$ cat src/rtl/jtpopeye_dwnld.sv
// jtpopeye_dwnld
// ROM download adapter. Bytes from the MiST ioctl stream are steered to the
// SDRAM programming port (16-bit word with a byte-lane mask), to one of four
// on-chip colour PROM write strobes, or to the Sky Skipper config latch.
// A single-entry skid buffer holds one SDRAM byte that arrives while the
// previous SDRAM write is still waiting to be accepted.

module jtpopeye_dwnld #(
   parameter logic [21:0] SDRAM_END = 22'h1A000,
   parameter logic [21:0] CFG_ADDR  = SDRAM_END + 22'h400
)(
   input  logic        clk,
   input  logic        rst_n,
   input  logic        downloading,
   input  logic [21:0] ioctl_addr,
   input  logic [7:0]  ioctl_data,
   input  logic        ioctl_wr,
   input  logic        prog_rdy,
   output logic [21:0] prog_addr,
   output logic [7:0]  prog_data,
   output logic [1:0]  prog_mask,
   output logic        prog_we,
   output logic [3:0]  prom_we,
   output logic [7:0]  prom_addr,
   output logic [7:0]  prom_data,
   output logic        skyskipper,
   output logic        dwnld_busy,
   output logic        overflow,
   output logic [15:0] checksum
);

   typedef enum logic {
      ST_IDLE,
      ST_WAIT
   } state_t;

   state_t      state;

   logic        byte_wr;
   logic        is_sdram;
   logic        is_prom;
   logic        is_cfg;
   logic        sdram_wr;
   logic        prom_wr;
   logic        cfg_wr;
   logic [21:0] prom_offset;
   logic [21:0] new_addr;
   logic [1:0]  new_mask;

   logic        dl_last;
   logic        dl_rise;

   logic        skid_valid;
   logic [21:0] skid_addr;
   logic [7:0]  skid_data;
   logic [1:0]  skid_mask;

   // Classify the incoming byte and precompute the SDRAM word fields
   always_comb begin
      byte_wr     = downloading & ioctl_wr;
      prom_offset = ioctl_addr - SDRAM_END;
      is_sdram    = ioctl_addr < SDRAM_END;
      is_prom     = !is_sdram && (prom_offset < 22'd1024);
      is_cfg      = ioctl_addr == CFG_ADDR;
      sdram_wr    = byte_wr & is_sdram;
      prom_wr     = byte_wr & is_prom;
      cfg_wr      = byte_wr & is_cfg;
      new_addr    = {1'b0, ioctl_addr[21:1]};
      new_mask    = ioctl_addr[0] ? 2'b01 : 2'b10;
      dl_rise     = downloading & ~dl_last;
   end

   // Remember the previous download flag so a new download can be detected
   always_ff @(posedge clk or negedge rst_n) begin
      if (!rst_n) begin
         dl_last <= 1'b0;
      end else begin
         dl_last <= downloading;
      end
   end

   // SDRAM write handshake with the skid buffer behind the output registers
   always_ff @(posedge clk or negedge rst_n) begin
      if (!rst_n) begin
         state      <= ST_IDLE;
         prog_we    <= 1'b0;
         prog_addr  <= 22'd0;
         prog_data  <= 8'd0;
         prog_mask  <= 2'b00;
         skid_valid <= 1'b0;
         skid_addr  <= 22'd0;
         skid_data  <= 8'd0;
         skid_mask  <= 2'b00;
         overflow   <= 1'b0;
      end else begin
         if (dl_rise) begin
            overflow <= 1'b0;
         end
         case (state)
            ST_IDLE: begin
               prog_we <= 1'b0;
               if (sdram_wr) begin
                  prog_addr <= new_addr;
                  prog_data <= ioctl_data;
                  prog_mask <= new_mask;
                  prog_we   <= 1'b1;
                  state     <= ST_WAIT;
               end
            end
            ST_WAIT: begin
               if (prog_rdy) begin
                  if (skid_valid) begin
                     prog_addr <= skid_addr;
                     prog_data <= skid_data;
                     prog_mask <= skid_mask;
                     if (sdram_wr) begin
                        skid_addr <= new_addr;
                        skid_data <= ioctl_data;
                        skid_mask <= new_mask;
                     end else begin
                        skid_valid <= 1'b0;
                     end
                  end else if (sdram_wr) begin
                     prog_addr <= new_addr;
                     prog_data <= ioctl_data;
                     prog_mask <= new_mask;
                  end else begin
                     prog_we <= 1'b0;
                     state   <= ST_IDLE;
                  end
               end else if (sdram_wr) begin
                  if (skid_valid) begin
                     overflow <= 1'b1;
                  end else begin
                     skid_valid <= 1'b1;
                     skid_addr  <= new_addr;
                     skid_data  <= ioctl_data;
                     skid_mask  <= new_mask;
                  end
               end
            end
            default: begin
               prog_we <= 1'b0;
               state   <= ST_IDLE;
            end
         endcase
      end
   end

   // One-cycle PROM write strobe with its address and data
   always_ff @(posedge clk or negedge rst_n) begin
      if (!rst_n) begin
         prom_we   <= 4'd0;
         prom_addr <= 8'd0;
         prom_data <= 8'd0;
      end else begin
         prom_we <= 4'd0;
         if (prom_wr) begin
            prom_we   <= 4'b0001 << prom_offset[9:8];
            prom_addr <= prom_offset[7:0];
            prom_data <= ioctl_data;
         end
      end
   end

   // Sky Skipper config latch, cleared at the start of each download
   always_ff @(posedge clk or negedge rst_n) begin
      if (!rst_n) begin
         skyskipper <= 1'b0;
      end else begin
         if (dl_rise) begin
            skyskipper <= 1'b0;
         end
         if (cfg_wr) begin
            skyskipper <= ioctl_data[0];
         end
      end
   end

   // Running 16-bit sum of every accepted byte, restarted per download
   always_ff @(posedge clk or negedge rst_n) begin
      if (!rst_n) begin
         checksum <= 16'd0;
      end else if (dl_rise) begin
         checksum <= byte_wr ? {8'd0, ioctl_data} : 16'd0;
      end else if (byte_wr) begin
         checksum <= checksum + {8'd0, ioctl_data};
      end
   end

   // Busy while downloading or while any SDRAM write is still outstanding
   always_ff @(posedge clk or negedge rst_n) begin
      if (!rst_n) begin
         dwnld_busy <= 1'b0;
      end else begin
         dwnld_busy <= downloading | prog_we | skid_valid;
      end
   end

endmodule

$ cat config.mk
export PLATFORM = sky130hd
export DESIGN_NAME = jtpopeye_dwnld
export DESIGN_NICKNAME = d
export VERILOG_FILES = /design/src/rtl/jtpopeye_dwnld.sv
export SDC_FILE = /design/constraint.sdc
export NUM_CORES = 1
export LEC_CHECK = 0
export ABC_CLOCK_PERIOD_IN_PS = 2900
export CORE_MARGIN = 4
export CORE_UTILIZATION = 40
export DETAILED_ROUTE_END_ITERATION = 8
export GPL_ROUTABILITY_DRIVEN = 0
export PLACE_DENSITY = 0.75
export REMOVE_ABC_BUFFERS = 1
export SYNTH_ARGS = -nofsm -noshare
export SYNTH_HDL_FRONTEND = slang
export SYNTH_SLANG_ARGS = --single-unit
$ cat constraint.sdc
create_clock -name clk -period 2.9 [get_ports clk]
set_clock_uncertainty 0.1 [all_clocks]
set_input_delay 0.29 -clock clk [delete_from_list [all_inputs] [get_ports clk]]
set_output_delay 0.29 -clock clk [all_outputs]
set_load 0.05 [all_outputs]
==> results.md, run 1 <==
* Run status: finished, final reports clean
* # DRC at 0
* Final worst path period need at 2.44 ns
* Vias/cell at 5.39
* Max cap viols at 0
* Largest net degree at the start of global routing at 55
* Nature of the critical path startpoint: input port
* Non-filler cells in the finished layout at 673
* Detailed Place HPWL at 8390 microns
* Worst rel slew slack at 41.1%
* Hold Path Class: reg2reg
* Clock Latency Late Sink at 0.35 ns
* Slew Limit Fails at 0
* Footprint of the multi-input gates at 0.00193 sq mm
* Clk sinks at 106
* RR Startpoint: checksum[0]$_DFFE_PN0P_
* Area added between synthesis and finish at 34.0%
* Worst Path Required at 3.07 ns
* Setup_tns at 0 ns
* Count of input and output buffers at 106
* Leak at 2.88 nW
* Register area at 0.00265 sq mm
* R2r endpoint: checksum[12]$_DFFE_PN0P_
* Hold Startpoint: overflow$_DFF_PN0_
* Library cells used by synthesis at 50
* CTS clk-pin slew, worst paths at 0.07 ns
* # rows at 39
* Routed WL at 11900 microns
* Period utilization at 84.0%
* I/O Pins at 107
* Top_reg_cell synth: dfrtp_1
* YS warnings at 0
* Clk root buf: clkbuf_16
* Initial DRT Pass Iterations at 4
* Post-CTS resize count at 0
* Global route overflow at 0
* Mean Syn Cell Area at 11.5 sq um
* Cells after synthesis at 409
* Max Fanout on Critical Path at 7
* Die Y at 117 microns
* Initial DRC Count at 236
* DRT antenna net count at 0
* Number of global-route vias before repair at 3763
* Final setup fails at 0
* Clk buf depth at 2
* Commonest cells after routing, fill and taps aside: dfrtp_1, clkdlybuf4s50_1, nor2_1, mux2_2, o22ai_1
* Crit. Startpoint: ioctl_data[0]
* Placed insts at 656
* CTS tree: built
* CTS Buf Count at 9
* Die Wd at 117 microns
* Initial antenna violation count at 0
* Diodes inserted at 0
* Peak VDD IR at 0.000871 V
* DR vias at 3626
* Fill count at 939
* Post-synth ARST share at 100%
* Worst setup path class: in2reg
* R2R depth at 8
* Hold slack at 0.380 ns
* Area of the core at 0.0115 sq mm
* First-pass GRT wire length at 19100 microns
* Global router's overall resource usage at 18.2%
* Final Hold Fails at 0
* R2r setup slk at 0.46 ns
* Layout cells sized above 1 at 15.5%
* Worst setup endpoint: checksum[12]$_DFFE_PN0P_
* Starting Density at 41.2%
* Synth Cell Area at 0.00472 sq mm
* DP Worst Slack at 0.122 ns
* Pwr dens at 782 mW/mm^2
* Full die area at 0.0136 sq mm
* Final #Nets at 570
* RSZ-0062 raised after global routing: false
* Setup ws final at 0.465 ns
* Commonest non-fill, non-tap cell in the layout: dfrtp_1
* Worst-margin pin slew at 0.872 ns
* PnR Total Power at 4.95 mW
* Crit. End Element: flop
* Mean routed wirelength per cell at 17.6 microns
* FMAX at 411 MHz
* Arrival time at the worst endpoint at 2.60 ns
* EDFF count, synth at 0
* Synth Register Bits at 106
* Sequential share of the synthesized area at 56.2%
* H-tree depth at 3
cells in the mapped netlist (3+ instances only):
cell / instances / share of area, %
o22ai_1: 25 / 3.3
mux2i_1: 5 / 1.1
nand3_1: 5 / 0.53
xor2_1: 6 / 1.1
o31ai_1: 4 / 0.64
o21ai_0: 16 / 1.7
clkbuf_1: 7 / 0.56
or4_1: 4 / 0.64
nor2_1: 58 / 4.6
mux2_2: 32 / 7.6
nand2b_1: 4 / 0.53
a22o_1: 6 / 1.1
inv_1: 14 / 1.1
nand2_1: 20 / 1.6
nor3_1: 6 / 0.64
nor2b_1: 7 / 0.93
dfrtp_1: 106 / 56
ha_1: 9 / 2.4
o211ai_1: 4 / 0.64
or3_1: 5 / 0.66
a21oi_1: 16 / 1.7
a31oi_1: 3 / 0.40
buf_4: 3 / 0.48
mux2_4: 10 / 3.2
buf_2: 4 / 0.42
worst max-delay path, stage by stage:
cell and delay [ns]:
clkdlybuf4s50_1 0.45, ha_1 0.25, inv_1 0.07, fa_1 0.19
nand2b_1 0.14, a21oi_1 0.09, o41ai_1 0.78, o21ai_0 0.17
a21oi_1 0.17
worst min-delay path by stage:
| stage | cells past startpoint | slack, ns | end |
|---|---|---|---|
| finish | 2 | 0.38 | overflow$_DFF_PN0_ |
| global placement | 1 | 0.26 | checksum[13]$_DFFE_PN0P_ |
| global route | 1 | 0.41 | prog_addr[20]$_DFFE_PN0P_ |
| detailed placement | 1 | 0.28 | checksum[13]$_DFFE_PN0P_ |
| floorplan | 0 | -0.11 | checksum[0]$_DFFE_PN0P_ |
| CTS | 2 | 0.39 | overflow$_DFF_PN0_ |
metrics by stage:
| step | area [sq um] | utilization, % |
|---|---|---|
| 6_report | 6330 | 55.2 |
| 3_3_place_gp | 6020 | 52.5 |
| 4_1_cts | 6330 | 55.2 |
| 3_5_place_dp | 6020 | 52.5 |
| 5_1_grt | 6330 | 55.2 |
| 2_1_floorplan | 4630 | - |
area by class of cell:
cell class              count  area share (%)
flip-flops and latches    106            41.9
multi-input cells         273            30.5
repair buffers            121            19.1
clock buffers               9            3.56
well taps                 143            2.83
clock inverters             7            1.21
inverters                  14           0.831
report_power, final:
part | internal, mW | switching [mW]
registers | 1.70 | 0.167
clock network | 0.675 | 0.550
logic | 0.637 | 1.22
total | 3.01 | 1.94
what timing repair did:
item	4_1_cts	5_1_grt
endpoints found under the hold margin	52	0
hold buffers	1	0
setup buffers	0	0
layer usage:
| layer | track usage, % | up-vias | wire length, microns |
|---|---|---|---|
| met4 | 5.96 | 0 | 158 |
| met3 | 3.83 | 15 | 762 |
| met2 | 28.8 | 114 | 5710 |
| met5 | 0 | - | 0 |
| met1 | 25.0 | 1800 | 5230 |
| li1 | - | 1697 | - |
kinds of logic after synthesis:
logic type | after synthesis | synth area share, %
AOI/OAI and AO/OA | 86 | 11.7
buffers and inverters | 30 | 3.05
DFF | 106 | 56.2
xor gates and xnor gates | 8 | 1.48
and+or+nand+nor | 122 | 12.9
muxes | 47 | 11.9
adders and majority gates | 10 | 2.81
registers in the layout (all words and copies together) (netlist names), 4 cells and up:
name and flops:
checksum 16, prog_addr 22, prog_data 8, prom_addr 8
prom_data 8, prom_we 4, skid_addr 21, skid_data 8
(Power assumes the default switching activity.)
==> inputs of run 2 (changes only) <==
--- a/config.mk
+++ b/config.mk
@@ -5,7 +5,7 @@
 export SDC_FILE = /design/constraint.sdc
 export NUM_CORES = 1
 export LEC_CHECK = 0
-export ABC_CLOCK_PERIOD_IN_PS = 2900
+export ABC_CLOCK_PERIOD_IN_PS = 2300
 export CORE_MARGIN = 4
 export CORE_UTILIZATION = 40
 export DETAILED_ROUTE_END_ITERATION = 8
==> constraint.sdc (replaced) <==
create_clock -name clk -period 2.3 [get_ports clk]
set_clock_uncertainty 0.1 [all_clocks]
set_input_delay 0.23 -clock clk [delete_from_list [all_inputs] [get_ports clk]]
set_output_delay 0.23 -clock clk [all_outputs]
set_load 0.05 [all_outputs]
==> results.md, run 2 (synthesis results as in run 1) <==
* Run status: finished, final reports clean (unchanged)
* Largest register FFs at 22 (unchanged)
* Area added between synthesis and finish at 39.8% (was 34.0%)
* Global router's overall resource usage at 18.1% (was 18.2%)
* Largest register by flop count: prog_addr (unchanged)
* DRT antenna net count at 0 (unchanged)
* Initial antenna violation count at 0 (unchanged)
* Starting Density at 41.2% (unchanged)
* Initial DRT Pass Iterations at 4 (unchanged)
* Global route overflow at 0 (unchanged)
* Mean routed wirelength per cell at 17.3 microns (was 17.6 microns)
* Clk buf depth at 2 (unchanged)
* Max cap viols at 0 (unchanged)
* Full die area at 0.0136 sq mm (unchanged)
* Hold Path Class: in2async (was reg2reg)
* CTS clk-pin slew, worst paths at 0.07 ns (about the same)
* Final Util at 57.6% (was 55.2%)
* Fill count at 951 (was 939)
* Die Y at 117 microns (unchanged)
* DR vias at 3727 (was 3626)
* Sw power at 2.46 mW (was 1.94 mW)
* Worst rel slew slack at 64.4% (was 41.1%)
* Commonest non-fill, non-tap cell in the layout: dfrtp_1 (unchanged)
* Initial DRC Count at 155 (was 236)
* Final worst path period need at 2.20 ns
* Seq pwr share at 36.8% (was 37.7%)
* H-tree depth at 3 (unchanged)
* PnR Total Power at 6.41 mW (was 4.95 mW)
* RSZ-0062 raised after global routing: false (unchanged)
* Diodes inserted at 0 (unchanged)
* R2R depth at 7 (was 8)
* Sw frac at 38.4% (was 39.2%)
* Comb power frac at 38.6% (was 37.5%)
* Worst Path Required at 2.47 ns (was 3.07 ns)
* Crit. End Element: flop (unchanged)
* Layout cells sized above 1 at 20.3% (was 15.5%)
* Die Wd at 117 microns (unchanged)
* Biggest regs: prog_addr: 22 flops, skid_addr: 21 flops, checksum: 16 flops (unchanged)
* Final setup fails at 0 (unchanged)
* CTS Buf Count at 9 (unchanged)
* Clock power frac at 24.6% (was 24.8%)
* Internal power at 3.95 mW (was 3.01 mW)
* FMAX at 454 MHz
* First-pass GRT wire length at 19300 microns (was 19100 microns)
* Routed WL at 12100 microns (was 11900 microns)
* Worst-margin pin slew at 0.533 ns (was 0.872 ns)
* Area of the core at 0.0115 sq mm (unchanged)
* Final Hold Fails at 0 (unchanged)
* Nature of the critical path startpoint: input port (unchanged)
* Clk sinks at 106 (unchanged)
* Hold slack at 0.293 ns (was 0.380 ns)
* Area after DPL at 0.00620 sq mm (was 0.00602 sq mm)
* Leak at 3.03 nW (was 2.88 nW)
* Arrival time at the worst endpoint at 2.37 ns (was 2.60 ns)
* Vias/cell at 5.33 (was 5.39)
* Period utilization at 95.7%
* Commonest cells after routing, fill and taps aside: dfrtp_1, clkdlybuf4s50_1, nor2_1, buf_4, mux2_2 (was dfrtp_1, clkdlybuf4s50_1, nor2_1, mux2_2, o22ai_1)
* Worst setup path class: in2reg (unchanged)
* I/O Pins at 107 (unchanged)
* Count of input and output buffers at 106 (unchanged)
* Number of global-route vias before repair at 3869 (was 3763)
* Final #Nets at 596 (was 570)
* Largest net degree at the start of global routing at 53 (was 55)
* Cell area after layout at 0.00660 sq mm (was 0.00633 sq mm)
* Detailed Place HPWL at 8710 microns (was 8390 microns)
* Pwr dens at 971 mW/mm^2 (was 782 mW/mm^2)
* Clock Latency Late Sink at 0.34 ns (was 0.35 ns)
* CTS tree: built (unchanged)
* Peak VDD IR at 0.00103 V (was 0.000871 V)
* Slew Limit Fails at 0 (unchanged)
* Max Fanout on Critical Path at 7 (unchanged)
* Clk root buf: clkbuf_16 (unchanged)
* # rows at 39 (unchanged)
* # DRC at 0 (unchanged)
==> run 2: final timing paths <==
kind                                           startpoint                   endpoint  slack (ns)
worst min register to register  skid_addr[19]$_DFFE_PN0P_  prog_addr[19]$_DFFE_PN0P_        0.39
max in group asynchronous                           rst_n   skid_addr[4]$_DFFE_PN0P_        1.14
worst min-delay path                                rst_n   checksum[15]$_DFFE_PN0P_        0.29
min in group clk                skid_addr[19]$_DFFE_PN0P_  prog_addr[19]$_DFFE_PN0P_        0.39
worst max-delay path                        ioctl_data[1]   checksum[12]$_DFFE_PN0P_         0.1
worst max register to register    checksum[1]$_DFFE_PN0P_   checksum[13]$_DFFE_PN0P_        0.12
==> run 2: what timing repair did <==
action / CTS / global route
hold buffers: 1 / 0
pin swaps: 0 / 2
resized for setup: 1 / 8
hold endpoints to repair: 31 / 0
buffers inserted: 0 / 1
setup endpoints to repair: 4 / 6
==> run 2: critical path, cell delays in order <==
cell and delay (ns):
clkdlybuf4s50_1 0.58, inv_1 0.11, fa_1 0.47, nand2b_4 0.18, a21oi_4 0.19, o41ai_4 0.13, or3_1 0.34, a21oi_1 0.14
==> run 2: area by class of cell <==
type | instances | area (sq um) | area share [%]
Clock buffer | 12 | 256 | 3.89
Clock inverter | 4 | 48.8 | 0.739
Inverter | 14 | 52.6 | 0.796
Multi-Input combinational cell | 273 | 2010 | 30.4
Sequential cell | 106 | 2650 | 40.2
Tap cell | 143 | 179 | 2.71
Timing Repair Buffer | 147 | 1410 | 21.3
==> run 2: power groups by stage <==
stage | Sequential (mW) | Combinational, mW | Clock [mW]
after global routing | 2.40 | 2.63 | 1.69
after CTS | 2.36 | 2.43 | 1.60
final | 2.36 | 2.47 | 1.58
after global placement | 2.37 | 2.39 | 0
after detailed placement | 2.38 | 2.42 | 0
after floorplan | 3.29 | 0.549 | 0
==> run 2: metrics by stage <==
step / setup slack, ns / cells / TNS [ns]
after floorplan: -0.344 / 393 / -9.67
after global placement: -0.349 / 681 / -3.61
after detailed placement: -0.510 / 681 / -6.99
after CTS: 0.0282 / 698 / 0
after global routing: 0.00521 / 699 / 0
final: 0.0986 / 699 / 0
==> run 2: routing by layer <==
| layer | vias to the layer above | track usage (%) | wire length [microns] |
|---|---|---|---|
| met5 | - | 0 | 0 |
| met4 | 0 | 6.27 | 180 |
| met3 | 15 | 3.16 | 555 |
| met2 | 108 | 29.4 | 5850 |
| met1 | 1859 | 24.6 | 5520 |
| li1 | 1745 | - | - |
==> inputs of run 3 (changes only) <==
--- a/config.mk
+++ b/config.mk
@@ -10,6 +10,7 @@
 export CORE_UTILIZATION = 40
 export DETAILED_ROUTE_END_ITERATION = 8
 export GPL_ROUTABILITY_DRIVEN = 0
+export HOLD_SLACK_MARGIN = 0.08
 export PLACE_DENSITY = 0.75
 export REMOVE_ABC_BUFFERS = 1
 export SYNTH_ARGS = -nofsm -noshare
==> results of run 3 <==
The final DEF is identical to that of run 2; final timing and power are the same.
